$ cat config.mk
export PLATFORM = sky130hd
export DESIGN_NAME = fetch_controller
export DESIGN_NICKNAME = d
export VERILOG_FILES = /design/src/rtl/fetch_controller_pkg.sv /design/src/rtl/fetch_wait_counter.sv /design/src/rtl/fetch_controller.sv
export SDC_FILE = /design/constraint.sdc
export NUM_CORES = 1
export LEC_CHECK = 0
export ABC_AREA = 1
export CAP_MARGIN = 40
export CORE_ASPECT_RATIO = 0.6
export CORE_MARGIN = 5
export CORE_UTILIZATION = 41
export DETAILED_ROUTE_END_ITERATION = 8
export PLACE_DENSITY = 0.84
export SLEW_MARGIN = 30
export SYNTH_ARGS = -nofsm -noshare
export SYNTH_HDL_FRONTEND = slang
export SYNTH_SLANG_ARGS = --single-unit
export TNS_END_PERCENT = 5
$ cat constraint.sdc
create_clock -name clk -period 1.58 [get_ports clk]
set_input_delay 0.237 -clock clk [delete_from_list [all_inputs] [get_ports clk]]
set_output_delay 0.237 -clock clk [all_outputs]
set_load 0.02 [all_outputs]
$ cat src/rtl/fetch_controller_pkg.sv
// Shared types and sizing helpers for the fetch sequencing controller.
package fetch_controller_pkg;

  localparam int unsigned STATE_W = 2;

  typedef enum logic [STATE_W-1:0] {
    StBoot,
    StRun,
    StWait,
    StPend
  } fetch_state_e;

  // Width of the wait-state counter; at least one bit so IMEM_WAIT=0 still elaborates.
  function automatic int unsigned wait_cnt_w(input int unsigned imem_wait);
    int unsigned w;
    w = $clog2(imem_wait + 1);
    return (w == 0) ? 1 : w;
  endfunction

endpackage

$ cat src/rtl/fetch_wait_counter.sv
// Loadable down-counter with enable; tc_o flags the count that returns the FSM to RUN.
module fetch_wait_counter #(
  parameter int unsigned WIDTH = 1
) (
  input  logic             clk,
  input  logic             rst,
  input  logic             load_i,
  input  logic [WIDTH-1:0] load_val_i,
  input  logic             en_i,
  output logic             tc_o
);

  logic [WIDTH-1:0] cnt_q;
  logic [WIDTH-1:0] cnt_d;

  always_comb begin
    cnt_d = cnt_q;
    if (load_i) begin
      cnt_d = load_val_i;
    end else if (en_i && (cnt_q != '0)) begin
      cnt_d = cnt_q - WIDTH'(1);
    end
  end

  always_ff @(posedge clk or posedge rst) begin
    if (rst) begin
      cnt_q <= '0;
    end else begin
      cnt_q <= cnt_d;
    end
  end

  assign tc_o = (cnt_q == WIDTH'(1));

endmodule

$ cat src/rtl/fetch_controller.sv
// Fetch-stage sequencer: PC freeze, IF/ID flush, branch redirect and deferred branch replay.
module fetch_controller
  import fetch_controller_pkg::*;
#(
  parameter int unsigned IMEM_WAIT   = 0,
  parameter int unsigned WORD_LENGTH = 32
) (
  input  logic                   clk,
  input  logic                   rst,
  input  logic                   hazard_in,
  input  logic                   mem_freeze_in,
  input  logic                   branch_taken_in,
  input  logic [WORD_LENGTH-1:0] branch_addr_in,
  output logic                   freeze_out,
  output logic                   flush_out,
  output logic                   branch_taken_out,
  output logic [WORD_LENGTH-1:0] branch_addr_out,
  output logic                   fetch_valid_out
);

  localparam int unsigned WAIT_CNT_W = wait_cnt_w(IMEM_WAIT);
  localparam logic [WAIT_CNT_W-1:0] WAIT_LOAD = WAIT_CNT_W'(IMEM_WAIT);
  localparam bit HAS_WAIT = (IMEM_WAIT > 0);

  fetch_state_e           state_q;
  fetch_state_e           state_d;
  logic [WORD_LENGTH-1:0] pend_addr_q;
  logic                   pend_load;
  logic                   cnt_load;
  logic                   cnt_en;
  logic                   cnt_tc;
  logic                   advance;

  fetch_wait_counter #(
    .WIDTH (WAIT_CNT_W)
  ) u_wait_counter (
    .clk        (clk),
    .rst        (rst),
    .load_i     (cnt_load),
    .load_val_i (WAIT_LOAD),
    .en_i       (cnt_en),
    .tc_o       (cnt_tc)
  );

  always_comb begin
    freeze_out       = 1'b0;
    flush_out        = 1'b0;
    branch_taken_out = 1'b0;
    branch_addr_out  = '0;
    fetch_valid_out  = 1'b0;
    state_d          = state_q;
    pend_load        = 1'b0;
    cnt_load         = 1'b0;
    cnt_en           = 1'b0;
    advance          = 1'b0;

    unique case (state_q)
      StBoot: begin
        freeze_out = 1'b1;
        flush_out  = 1'b1;
        state_d    = StRun;
      end

      StRun: begin
        if (mem_freeze_in) begin
          freeze_out = 1'b1;
          if (branch_taken_in) begin
            pend_load = 1'b1;
            state_d   = StPend;
          end
        end else if (branch_taken_in) begin
          // A taken branch overrides a hazard: the stalled ID instruction is flushed anyway.
          branch_taken_out = 1'b1;
          branch_addr_out  = branch_addr_in;
          flush_out        = 1'b1;
          advance          = 1'b1;
        end else if (hazard_in) begin
          freeze_out = 1'b1;
        end else begin
          fetch_valid_out = 1'b1;
          advance         = 1'b1;
        end
      end

      StWait: begin
        freeze_out = 1'b1;
        if (!mem_freeze_in) begin
          if (branch_taken_in) begin
            freeze_out       = 1'b0;
            branch_taken_out = 1'b1;
            branch_addr_out  = branch_addr_in;
            flush_out        = 1'b1;
            advance          = 1'b1;
          end else begin
            cnt_en = 1'b1;
            if (cnt_tc) begin
              state_d = StRun;
            end
          end
        end else if (branch_taken_in) begin
          pend_load = 1'b1;
          state_d   = StPend;
        end
      end

      StPend: begin
        // The EXE branch is held while frozen, so a still-high branch_taken_in is the same one.
        freeze_out = mem_freeze_in;
        if (!mem_freeze_in) begin
          branch_taken_out = 1'b1;
          branch_addr_out  = pend_addr_q;
          flush_out        = 1'b1;
          advance          = 1'b1;
        end
      end

      default: begin
        freeze_out = 1'b1;
        flush_out  = 1'b1;
        state_d    = StBoot;
      end
    endcase

    if (advance) begin
      if (HAS_WAIT) begin
        cnt_load = 1'b1;
        state_d  = StWait;
      end else begin
        state_d = StRun;
      end
    end
  end

  always_ff @(posedge clk or posedge rst) begin
    if (rst) begin
      state_q     <= StBoot;
      pend_addr_q <= '0;
    end else begin
      state_q <= state_d;
      if (pend_load) begin
        pend_addr_q <= branch_addr_in;
      end
    end
  end

endmodule

==> results of run 1 <==
==> cells by family after synthesis <==
family | after synthesis
buf+inv | 55
mux | 16
compound gates | 57
fa+ha+maj | 4
simple gates | 111
flops | 35
==> cells in the final DEF (no fill, tap or decap), drive strengths merged <==
| master | netlist | routed |
|---|---|---|
| a211oi | 1 | 1 |
| a21oi | 37 | 37 |
| buf | 15 | 69 |
| clkbuf | 13 | 6 |
| clkdlybuf4s50 | 0 | 36 |
| dfrtp | 35 | 35 |
| ha | 4 | 4 |
| inv | 27 | 27 |
| mux2 | 16 | 16 |
| nand2 | 35 | 35 |
| nand3 | 41 | 41 |
| nand4 | 32 | 32 |
| nor2 | 2 | 2 |
| nor4 | 1 | 1 |
| o21ai | 19 | 19 |
==> state kept, by name, indices dropped and copies added (netlist names) <==
name	cells
pend_addr_q	32
state_q	2
u_wait_counter.tc_o	1
==> metal layers <==
| metal | GRT usage | wire length, um | vias up |
|---|---|---|---|
| met4 | 0.0436 | 35 | 0 |
| met1 | 0.268 | 3070 | 1069 |
| met3 | 0.0527 | 488 | 5 |
| li1 | - | - | 1135 |
| met5 | 0 | 0 | - |
| met2 | 0.292 | 2960 | 88 |
==> final cells by class <==
| cell class | instances | area (um^2) | share of cell area |
|---|---|---|---|
| sequential | 35 | 876 | 0.259 |
| tap | 66 | 82.6 | 0.0244 |
| multi-input combinational | 188 | 1210 | 0.358 |
| clock buffer | 6 | 72.6 | 0.0214 |
| timing repair buffer | 105 | 1040 | 0.307 |
| inverter | 27 | 101 | 0.0299 |
==> stage by stage <==
step	util	area [um^2]	hold WS, ns	setup slack [ns]
2_1_floorplan	-	2330	0.380	-0.0599
4_1_cts	0.656	3350	0.313	-0.306
3_5_place_dp	0.657	3350	0.476	-0.580
6_report	0.663	3390	0.299	-0.305
3_3_place_gp	0.657	3350	0.467	-0.546
5_1_grt	0.663	3390	0.332	-0.370
==> worst max-delay path: cells and delay by family, from the launching register on <==
kind / cells / cell delay (ns)
AND/OR/NAND/NOR: 1 / 0.11
buffers and inverters: 3 / 0.37
adder cells (fa/ha/maj): 1 / 0.30
AO/OA/AOI/OAI: 1 / 0.18
flip-flops: 1 / 0.40
==> report_power, final <==
part	switching (mW)	internal [mW]	total, mW
Sequential	0.225	1.33	1.56
Clock	0.302	0.294	0.596
Combinational	1.55	1.39	2.94
==> worst paths after layout <==
path	slack (ns)	cells after the start	to
setup / recovery	-0.30	6	branch_addr_out[28]
hold / removal	0.30	3	pend_addr_q[4]
setup reg to reg	-0.08	13	state_q[1]
hold reg to reg	0.49	2	pend_addr_q[14]
max in group asynchronous	1.08	3	pend_addr_q[1]
min in group clk	0.49	2	pend_addr_q[14]
==> repair_timing <==
item | 4_1_cts | 5_1_grt
pin swaps | 8 | 5
endpoints found under the setup margin | 56 | 68
gates resized for setup | 185 | 14
cloned | 0 | 0
hold endpoints to repair | 0 | 0
==> impl_metrics.tcl, run 1 <==
set metrics [dict create \
    endpoint_kind "output pin" \
    max_stage_delay_ns 0.40 \
    detailedPlacementHpwl_um 4630 \
    fin_nets 403 \
    worst_slew_pin_slew_ns 0.255 \
    synthTopCellsByCount "41 x nand3_1, 37 x a21oi_1, 35 x dfrtp_1, 35 x nand2_1, 32 x nand4_1" \
    insertion_delay_ns 0.28 \
    relSlewSlack 0.828 \
    die-area_um2 6900 \
    period_share 1.19 \
    drcViolationCount 0 \
    antenna_cells 0 \
    post_cts_buffers 0 \
    drtPass1Iterations 5 \
    via_per_inst 5.38 \
    fp.dieH_um 66.4 \
    ant_nets 0 \
    finalClockSkew_ns 0.00235 \
    wirelength_um 6550 \
    grt_max_degree 43 \
    rsz0062_at_grt "true" \
    gp_congestion 0.871 \
    grt_pass1_wl_um 10700 \
    yosys_warnings 0 \
    grt_pass1_vias 2141 \
    synth_nets 319 \
    slowest_stage "dfrtp_1" \
    synth.distinct_cells 17 \
    dp_cells 421 \
    setup_ws_ns -0.305 \
    synth_ff_type "dfrtp_1" \
    post-synth-top-area-fraction 0.403 \
    setup.worst_path.start "state_q[0]" \
    die_x_um 104 \
    peakVddDrop_v 0.000653 \
    port-buffer-count 72 \
    yosysTopAreaCell "dfrtp_1" \
    postCtsHoldBufs 0 \
    area_growth_pct 56.0 \
    ys_async_sr_fraction 1.00 \
    r2r_start "state_q[0]" \
    synth.ff_latch_count 35 \
    grt_overflow_total 0 \
    drt_iter0_markers 146 \
    core_um2 5100 \
    crit_arrival_ns 1.65 \
    ys_seq_area_frac 0.403 \
    start_util 0.425 \
    synth_edf_count 0 \
    synth_cells 278 \
    clk_pin_slew_ns 0.07 \
    fin_cells 427 \
    total_power_mw 5.10 \
    fill_cells 426 \
    routedWlPerCell_um 15.3 \
    cp_max_fo 14 \
    synth_area_um2 2170 \
    synth_xor_area_frac 0 \
    synth.area.top_cells "dfrtp_1 40%, nand3_1 9.5%, nand4_1 9.2%" \
    slew_viol_final 0 \
    htreeDepth 2 \
    track_usage 0.191 \
    clockBufferDepth 2 \
    status "finished, violations left" \
    pin_count 73 \
    antenna_found_initial 0 \
    fmax_mhz 531 \
    synthSimpleGateAreaFrac 0.254 \
    root_buffer "clkbuf_8" \
    via_count 2297 \
    crit_path_start_kind "flop" \
    finalSetupViolCount 55 \
    rows 20 \
    maxCapViolCount 0 \
    worst-setup-path-type "reg2out" \
    synth_adder_area_share 0.0231 \
    cts-buffers-inserted 5 \
    tns_ns -10.56 \
    cts.sinks 35 \
    synth_top_family_by_area "simple AND/OR/NAND/NOR gates" \
    cp.required_ns 1.34 \
    power.density_nw_per_um2 1510 \
    avgSynthCellArea_um2 7.81 \
    period_needed_ns 1.88 \
    violations "negative setup slack" \
    synthMuxAreaShare 0.0830 \
    hold_class "in2async" \
    yosysMostFrequentCell "nand3_1" \
    drive_gt1_frac 0.360 \
    hold_viol_final 0 \
    p_leak_nw 1.47 \
    path_cells "inv_2 > ha_4 > buf_12 > nand4_1 > a21oi_2 > buf_4" \
    synth_compound_area_frac 0.133 \
    cts_tree "yes" \
]
No activity file was read; power rests on OpenSTA's default activity.
==> run 2, diff against run 1 <==
- CORE_UTILIZATION: 41 -> 42
- SYNTH_HIERARCHICAL: default -> 1
==> run 2 against run 1 <==
Compared with the run above:
- the run still ends with negative setup slack left
- non-clock buffer count up 5
- combinational power rose by 13%
- clock power is 42% higher
- utilization increased by 0.91 points
- first-iteration DRC count is 6.8% lower
- cell count rose by 4.7%
- die area grew 4.6%
- power rose by 13%
- worst hold slack got worse by 0.20 ns
- via count grew 4.4%
- largest cell class unchanged
- largest power group unchanged
- highest routed layer unchanged
==> impl_metrics.tcl, run 2 <==
set metrics [dict create \
    rows 21 \
    insertion_delay_ns 0.30 \
    cts-buffers-inserted 5 \
    fp.dieH_um 67.8 \
    yosysTopAreaCell "dfrtp_1" \
    detailedPlacementHpwl_um 4900 \
    fill_cells 431 \
    final_common_cell "buf_4" \
    worst-setup-path-type "reg2out" \
    top_register "pend_addr_q" \
    post-synth-top-area-fraction 0.374 \
    wirelength_um 6970 \
    fin_nets 418 \
    drt_iter0_markers 136 \
    cp.required_ns 1.34 \
    dp_cells 436 \
    crit_path_start_kind "flop" \
    start_util 0.426 \
    via_per_inst 5.36 \
    grt_pass1_wl_um 11900 \
    hold_viol_final 0 \
    status "finished, violations left" \
    multiInputGateArea_um2 1360 \
    synth_ff_type "dfrtp_1" \
    drtPass1Iterations 4 \
    synth.ff_latch_count 35 \
    synth_area_um2 2340 \
    cp_max_fo 18 \
    grt_overflow_total 0 \
    power.density_nw_per_um2 1550 \
    synthTopCellsByCount "40 x nand3_1, 35 x dfrtp_1, 35 x nand2_1" \
    synth_cells 287 \
    finalSetupViolCount 70 \
    grt_pass1_vias 2369 \
    total_power_mw 5.74 \
    setup.worst_path.start "state_q[0]" \
    routedWlPerCell_um 15.6 \
    gp_congestion 0.808 \
    finalClockSkew_ns 0.0105 \
    ys_async_sr_fraction 1.00 \
    area_growth_pct 57.7 \
    tns_ns -15.40 \
    setup_ws_ns -0.311 \
    p_leak_nw 1.67 \
    ant_nets 0 \
    track_usage 0.208 \
    fmax_mhz 529 \
    rsz0062_at_grt "true" \
    utilization 0.672 \
    final_cell_mix "44 x buf_4, 39 x nand3_1, 36 x clkdlybuf4s50_1" \
    antenna_found_initial 0 \
    port-buffer-count 72 \
    violations "negative setup slack" \
    hold_class "in2async" \
    period_needed_ns 1.89 \
    endpoint_kind "output pin" \
    root_buffer "clkbuf_8" \
    crit_end "branch_addr_out[5]" \
    period_share 1.20 \
    via_count 2397 \
    synth.area.top_cells "dfrtp_1 37%, mux2_4 9.6%, nand3_1 8.6%" \
    htreeDepth 2 \
    clk_pin_slew_ns 0.07 \
    die_x_um 106 \
    peakVddDrop_v 0.000790 \
    holdWs_ns 0.0992 \
    die-area_um2 7220 \
    r2r_start "state_q[0]" \
    r2r_slack_ns -0.27 \
    drcViolationCount 0 \
    maxCapViolCount 0 \
    drive_gt1_frac 0.392 \
    postCtsHoldBufs 0 \
    fin_cells 447 \
    r2r_end "pend_addr_q[28]" \
    antenna_cells 0 \
    largest_reg_flops 32 \
    synth_edf_count 0 \
    crit_arrival_ns 1.65 \
    core_um2 5490 \
    clockBufferDepth 2 \
    yosys_warnings 6 \
    reg2reg_depth 8 \
    slew_viol_final 0 \
    cts.sinks 35 \
    synth.distinct_cells 24 \
    yosysMostFrequentCell "nand3_1" \
    cts_tree "yes" \
    grt_max_degree 37 \
    ys_seq_area_frac 0.374 \
    pin_count 73 \
    avgSynthCellArea_um2 8.16 \
    regArea_um2 876 \
]
[run 2: cell types whose count changed in the layout (fill, tap and decap cells not counted), sizes merged, moves of 2 or more]
cell	delta
nand2	+5
buf	+4
a21oi	-3
conb	+3
inv	+2
nand3	+2
nor2	+2
o21ai	-2
[run 2: worst min-delay path by stage]
stage	slack (ns)	end	cells past startpoint
floorplan	-0.03	u_wait_counter/tc_o	1
global placement	0.42	u_wait_counter/tc_o	2
detailed placement	0.42	u_wait_counter/tc_o	2
CTS	0.09	u_wait_counter/tc_o	2
global route	0.11	u_wait_counter/tc_o	2
finish	0.1	u_wait_counter/tc_o	2
[run 2: through the flow]
stage	worst slack (ns)	cell area [um^2]
final	-0.311	3690
after detailed placement	-0.561	3470
after global placement	-0.528	3470
after CTS	-0.302	3630
after global routing	-0.393	3690
after floorplan	-0.0879	2490
[run 2: cell type report]
cell class                 instances  share of cell area
clock inverter                     2             0.00949
tap                               69              0.0234
clock buffer                       6              0.0224
multi-input combinational        196               0.367
inverter                          29              0.0302
timing repair buffer             110               0.310
sequential                        35               0.237
[run 2: critical path, stage by stage, from the launching register on]
cell     delay (ns)
dfrtp_1        0.37
inv_2          0.06
ha_4           0.33
buf_12         0.16
nand4_1        0.13
a21oi_2        0.18
buf_6          0.14
[run 2: repair_timing]
| action | CTS | global route |
|---|---|---|
| setup endpoints to repair | 70 | 70 |
| setup buffers | 1 | 0 |
| gates resized for setup | 207 | 17 |
| pin swaps | 3 | 4 |
| cloned | 2 | 0 |
[run 2: metal layers]
| metal | share of wire | wire (um) | global-route usage |
|---|---|---|---|
| met5 | 0 | 0 | 0 |
| met4 | 0.012 | 85 | 0.0452 |
| met3 | 0.089 | 618 | 0.0839 |
| met2 | 0.45 | 3110 | 0.322 |
| met1 | 0.45 | 3160 | 0.278 |
[run 2: power breakdown]
part,internal [mW],switching (mW)
Sequential,1.32,0.252
Combinational,1.65,1.67
Clock,0.511,0.336
[run 2: cells by family (layout without fill, tap and decap cells)]
logic type / Yosys count / count (layout) / share of synthesized area
AND/OR/NAND/NOR: 120 / 120 / 0.266
adder cells (fa/ha/maj): 4 / 4 / 0.0214
multiplexers: 15 / 15 / 0.0962
AO/OA/AOI/OAI: 54 / 54 / 0.118
buffers and inverters: 58 / 147 / 0.123
other: 1 / 3 / 0.00160
flip-flops: 35 / 35 / 0.374
==> run 3, diff against run 2 <==
- CTS_CLUSTER_DIAMETER: default -> 40
==> results of run 3 <==
No change in the layout: final DEF, timing and power equal those of run 2.
